[src/rtl/mfa_row_mult_seq.sv]
// Iterative unsigned multiplier: one row of modified-full-adder cells, one multiplier bit per cycle.
// Optional MFA_ZERO_BYPASS_EN: zero operands skip straight to DONE one cycle after acceptance.
module mfa_row_mult_seq #(
    parameter int WIDTH = 8
) (
    input  logic                 clk,
    input  logic                 rst_n,
    input  logic                 in_valid,
    output logic                 in_ready,
    input  logic [WIDTH-1:0]     a,
    input  logic [WIDTH-1:0]     b,
    output logic                 out_valid,
    input  logic                 out_ready,
    output logic [2*WIDTH-1:0]   product,
    output logic                 busy,
    output logic [1:0]           dbg_state
);

    // Handshakes: a transfer happens on a rising edge where valid && ready are both high;
    // the producer keeps valid and data stable until that edge, and ready never depends on valid.

    localparam int ROW_W = (WIDTH > 2) ? $clog2(WIDTH) : 1;

    typedef enum logic [1:0] {
        ST_IDLE    = 2'd0,
        ST_ACCUM   = 2'd1,
        ST_RESOLVE = 2'd2,
        ST_DONE    = 2'd3
    } state_t;

    state_t               state_q, state_d;
    logic [WIDTH-1:0]     a_q, a_d;
    logic [WIDTH-1:0]     b_q, b_d;
    logic [WIDTH-1:0]     s_q, s_d;
    logic [WIDTH-1:0]     c_q, c_d;
    logic [WIDTH-1:0]     lo_q, lo_d;
    logic [ROW_W-1:0]     row_q, row_d;
    logic [2*WIDTH-1:0]   product_q, product_d;

    logic [WIDTH-1:0]     pp;
    logic [WIDTH-1:0]     cell_sum;
    logic [WIDTH-1:0]     cell_carry;
    logic                 last_row;

`ifdef MFA_ZERO_BYPASS_EN
    logic                 zero_op;
    assign zero_op = (a == '0) || (b == '0);
`endif

    // B shifts right each row, so the current multiplier bit is always b_q[0].
    assign pp       = a_q & {WIDTH{b_q[0]}};
    assign last_row = (row_q == ROW_W'(WIDTH - 1));

    always_comb begin
        cell_sum   = '0;
        cell_carry = '0;
        for (int j = 0; j < WIDTH; j++) begin
            cell_sum[j]   = pp[j] ^ s_q[j] ^ c_q[j];
            cell_carry[j] = (pp[j] & s_q[j]) | (pp[j] & c_q[j]) | (s_q[j] & c_q[j]);
        end
    end

    always_comb begin
        state_d   = state_q;
        a_d       = a_q;
        b_d       = b_q;
        s_d       = s_q;
        c_d       = c_q;
        lo_d      = lo_q;
        row_d     = row_q;
        product_d = product_q;

        unique case (state_q)
            ST_IDLE: begin
                if (in_valid) begin
                    a_d   = a;
                    b_d   = b;
                    s_d   = '0;
                    c_d   = '0;
                    lo_d  = '0;
                    row_d = '0;
`ifdef MFA_ZERO_BYPASS_EN
                    if (zero_op) begin
                        state_d   = ST_DONE;
                        product_d = '0;
                    end else begin
                        state_d   = ST_ACCUM;
                    end
`else
                    state_d = ST_ACCUM;
`endif
                end
            end

            ST_ACCUM: begin
                // Sums move down one weight per row; carries stay aligned to the next row's weight.
                s_d   = {1'b0, cell_sum[WIDTH-1:1]};
                c_d   = cell_carry;
                lo_d  = {cell_sum[0], lo_q[WIDTH-1:1]};
                b_d   = b_q >> 1;
                row_d = row_q + ROW_W'(1);
                if (last_row) begin
                    state_d = ST_RESOLVE;
                end
            end

            ST_RESOLVE: begin
                product_d = {s_q + c_q, lo_q};
                state_d   = ST_DONE;
            end

            ST_DONE: begin
                if (out_ready) begin
                    state_d = ST_IDLE;
                end
            end

            default: begin
                state_d = ST_IDLE;
            end
        endcase
    end

    always_ff @(posedge clk or negedge rst_n) begin
        if (!rst_n) begin
            state_q   <= ST_IDLE;
            a_q       <= '0;
            b_q       <= '0;
            s_q       <= '0;
            c_q       <= '0;
            lo_q      <= '0;
            row_q     <= '0;
            product_q <= '0;
        end else begin
            state_q   <= state_d;
            a_q       <= a_d;
            b_q       <= b_d;
            s_q       <= s_d;
            c_q       <= c_d;
            lo_q      <= lo_d;
            row_q     <= row_d;
            product_q <= product_d;
        end
    end

    assign in_ready  = (state_q == ST_IDLE);
    assign out_valid = (state_q == ST_DONE);
    assign busy      = (state_q != ST_IDLE);
    assign product   = product_q;
    assign dbg_state = state_q;

endmodule

[config.mk]
export PLATFORM = sky130hd
export DESIGN_NAME = mfa_row_mult_seq
export DESIGN_NICKNAME = d
export VERILOG_FILES = /design/src/rtl/mfa_row_mult_seq.sv
export SDC_FILE = /design/constraint.sdc
export NUM_CORES = 1
export LEC_CHECK = 0
export BUFFER_PORTS_ARGS = -buffer_cell sky130_fd_sc_hd__buf_2
export CORE_MARGIN = 1.5
export CORE_UTILIZATION = 59
export CTS_BUF_LIST = sky130_fd_sc_hd__clkbuf_2
export CTS_CLUSTER_DIAMETER = 60
export DETAILED_ROUTE_END_ITERATION = 8
export GPL_ROUTABILITY_DRIVEN = 0
export PLACE_DENSITY = 0.88
export SYNTH_ARGS = -nofsm -noshare
export SYNTH_HDL_FRONTEND = slang
export SYNTH_SLANG_ARGS = --single-unit
[constraint.sdc]
create_clock -name clk -period 1.8 [get_ports clk]
set_input_delay 0.54 -clock clk [delete_from_list [all_inputs] [get_ports clk]]
set_output_delay 0.54 -clock clk [all_outputs]
set_load 0.01 [all_outputs]
==> run summary <==
The run finished, with violations left. The final reports fail on setup timing. For this run, the number of Yosys warnings is 0. The cell count of the worst hold path came out at 2. The share of synthesized area in the top cell type comes to 50.6%. The startpoint of the worst register-to-register path is dbg_state[0]. The slew at the pin closest to its max-slew limit came out at approximately 0.52 ns. The clock slew seen by the registers of the worst setup and hold paths is 0.17 ns. The H-tree generated during clock tree synthesis spans 3 levels. The number of global-route vias before repair was 2197.

The final core utilization is about three quarters. The final-report max-slew violation count came out at 0. The routed length per placed instance came out at 15.1 um.

The path with the worst hold slack has its endpoint at a_q[6]. The worst pin sits at a relative slew slack of about two thirds. Of all nets on the critical path, the largest fanout is 3. The reg-to-reg endpoint is dbg_state[1]. Among the stages of the critical path, the cell type that occurs most often is sky130_fd_sc_hd__buf_6. The longest clock path from root to sink contains 2 buffers. The combined area of all synthesized cells came out at 2970 um2. Setup repair after global routing could not meet its margin everywhere. Across all layers, the routed design uses 2085 vias.

The path class of the tightest hold or removal check is in2reg. Port buffering added 40 buffers. The share of synthesized flip-flops with an asynchronous set or reset came out at 100%.

The number of sinks on the clock net is 60. The worst clock skew came out at 0.0229 ns. The height of the die came out at 73.9 um. The total global-route track usage is 25.2%. The worst register-to-register path has a setup slack of -0.02 ns. The clock root buffer master is sky130_fd_sc_hd__clkbuf_2.

The number of enable-type register cells in the synthesized netlist is 0. The source-to-sink clock delay at the later pin of the worst-skew pair came out at 0.50 ns. The area of the core region came out at ~4800 um2. The post-route DRC violation count is 0.

The per-cell via count in the routed design is 5.39. The post-route setup TNS is -0.231 ns. The overall routed net length came out at 5.84 mm. The time the final worst path needs with I/O delays and setup is around 1.9 ns. The count of pins on the block boundary came out at 41. TritonCTS created 9 clock buffers.

The number of antenna diodes in the final layout is 0. The worst setup path is launched from a flop. The CTS tree is built. The largest net degree at the start of global routing came out at 41.

For this design the ratio of total power to cell area is roughly 1700 nW/um2. The half-perimeter wire length of the detailed placement result came out at 3.94 mm. The total power after layout is ~6.0 mW. The initial antenna violation count is 0. The die outline width is about 74 um. The unique cell type count in the Yosys netlist is 38. For the worst flop-to-flop path, the logic depth is 5. The stage delay of the slowest cell on the critical path is 0.45 ns. The reported leakage power is 1.77 nW. The critical path goes through buf_6 > ha_4 > buf_6. After layout, the worst path uses 105% of the clock period.

The primary flip-flop cell chosen by synthesis mapping is sky130_fd_sc_hd__dfrtp_1. The total overflow reported by the global router is 0. The worst supply voltage drop on vdd came out at 1.28 mV. The final-layout worst hold slack came out at 0.254 ns. The post-route netlist has 33.4% of its cells at a drive strength greater than 1. The final critical-path setup slack is -0.0919 ns. The number of setup violations in the final report came out at 4. The data arrival time of the worst path came out at 1.35 ns. The net count of the mapped netlist came out at 299.

Once detail routing completed, the nets flagged for antenna violations numbered 0. After filler insertion, the fill cell instance count of the layout stands at between 300 and 400. The die area came out at 5470 um2. Synthesis produced a netlist whose cell count is between 200 and 300. The net count of the finished layout is 358. The number of endpoints with negative hold slack in the final report is 0. Among all stages on the critical path, the largest delay is contributed by sky130_fd_sc_hd__dfrtp_1.

In the post-synthesis netlist, the biggest area contributors are sky130_fd_sc_hd__dfrtp_1 (51%), sky130_fd_sc_hd__mux2_2 (6.8%), sky130_fd_sc_hd__ha_1 (6.7%). The type of the setup path with the least slack is reg2out. In this run the most critical hold path is launched from a[6].

In this run, the number of DRC markers left after iteration 0 of detailed routing was 123. The first-pass GRT wire length came out at 10.1 mm. The initial utilization of the core area, before any placement, comes to 62.0%. The sort of element at the end of the critical path is an output pin. Ranked by instance count, the synthesized netlist is headed by sky130_fd_sc_hd__dfrtp_1 (60), sky130_fd_sc_hd__nand2_1 (34), sky130_fd_sc_hd__o21ai_0 (25), sky130_fd_sc_hd__inv_1 (21), sky130_fd_sc_hd__mux2_2 (18).

The first TritonRoute pass finished after 4 iterations. By instance count, the leading cell after synthesis is sky130_fd_sc_hd__dfrtp_1. The maximum frequency from static timing analysis came out at 529 MHz. The post-synthesis register bit count is 60. Max-cap violations in this run came to 0. The cell row count came out at 25. The average instance in the mapped netlist occupies 11.6 um2. Of all cell types, the one taking the most synthesized area is sky130_fd_sc_hd__dfrtp_1. STA puts the critical path data required time at 1.26 ns. The synthesis-to-layout area growth is 22.1%. Of the synthesized area, sequential elements account for 50.6%.
metal layers:
metal | part of all wire, % | vias to the layer above | global-route usage [%]
met3 | 5.1 | 12 | 8.54
met4 | 2.0 | 0 | 10.5
met2 | 49 | 53 | 39.4
met5 | 0 | - | 0
li1 | - | 994 | -
met1 | 44 | 1026 | 32.4
worst max-delay path, delay by kind of cell (launching register included):
kind,cells,cell delay (ns)
buffers and inverters,2,0.26
adders and majority gates,1,0.15
DFF,1,0.45
worst max path at each step:
stage	from	end	slack (ns)	cells past startpoint
finish	dbg_state[1]	out_valid	-0.09	3
global route	dbg_state[1]	busy	-0.17	4
CTS	dbg_state[1]	out_valid	-0.1	3
detailed placement	dbg_state[0]	dbg_state[1]	0.05	6
global placement	dbg_state[0]	dbg_state[1]	0.14	6
floorplan	dbg_state[0]	dbg_state[1]	0.009	6
area by class of cell:
class                      count  area, um2  area share [%]
sequential                    60       1500            41.4
multi-input combinational    165       1370            37.9
timing repair buffer          58        427            11.8
clock inverter                 7        115            3.17
tap                           67       83.8            2.31
inverter                      21       81.3            2.24
clock buffer                   9       45.0            1.24
state kept, by name, summed over array words and instances, names as in the netlist:
register and flops:
b_q 8, dbg_state 2, row_q 3, product 16, s_q 7, c_q 8, a_q 8, lo_q 8
cell usage in the layout, fill, tap and decap left out, drive strengths merged, types with 3 or more instances in the layout:
cell    netlist  final
ha           16     16
nand2        35     35
mux2         20     20
buf           8     57
clkbuf        2      9
a22o         11     11
nor2          4      4
inv          21     21
clkinv        0      3
mux2i        10     10
a21oi         5      5
a211o         3      3
dfrtp        60     60
bufinv        0      3
a211oi        3      3
o21ai        28     28
fa            7      7
logic make-up (layout without fill, tap and decap cells):
kind of cell / count (synthesis) / count (layout) / synth area share, %
XOR/XNOR: 4 / 4 / 1.18
flip-flops: 60 / 60 / 50.6
buffers and inverters: 31 / 95 / 4.47
AND/OR/NAND/NOR: 48 / 48 / 6.83
AO/OA/AOI/OAI: 60 / 60 / 14.4
adder cells (fa/ha/maj): 23 / 23 / 11.5
multiplexers: 30 / 30 / 11.1
where the power goes:
group          switching, mW  leakage, nW  internal [mW]  total [mW]
clock network          0.510       0.0895          0.594        1.10
registers              0.336        0.787           1.85        2.18
logic                   1.39        0.894           1.33        2.71
timing repair:
item / CTS / global route
pin swaps: 2 / 2
buffers inserted: 8 / 3
hold endpoints to repair: 17 / 0
hold buffers: 1 / 0
setup endpoints to repair: 3 / 8
gates resized for setup: 13 / 5
per-stage QoR:
stage / area, um2 / instances / setup WS (ns)
floorplan: 2970 / 256 / 0.00901
CTS: 3580 / 384 / -0.0964
finish: 3630 / 387 / -0.0919
global route: 3630 / 387 / -0.175
global placement: 3290 / 359 / 0.140
detailed placement: 3290 / 359 / 0.0543
Note: power is estimated with default switching activity, not from simulation.
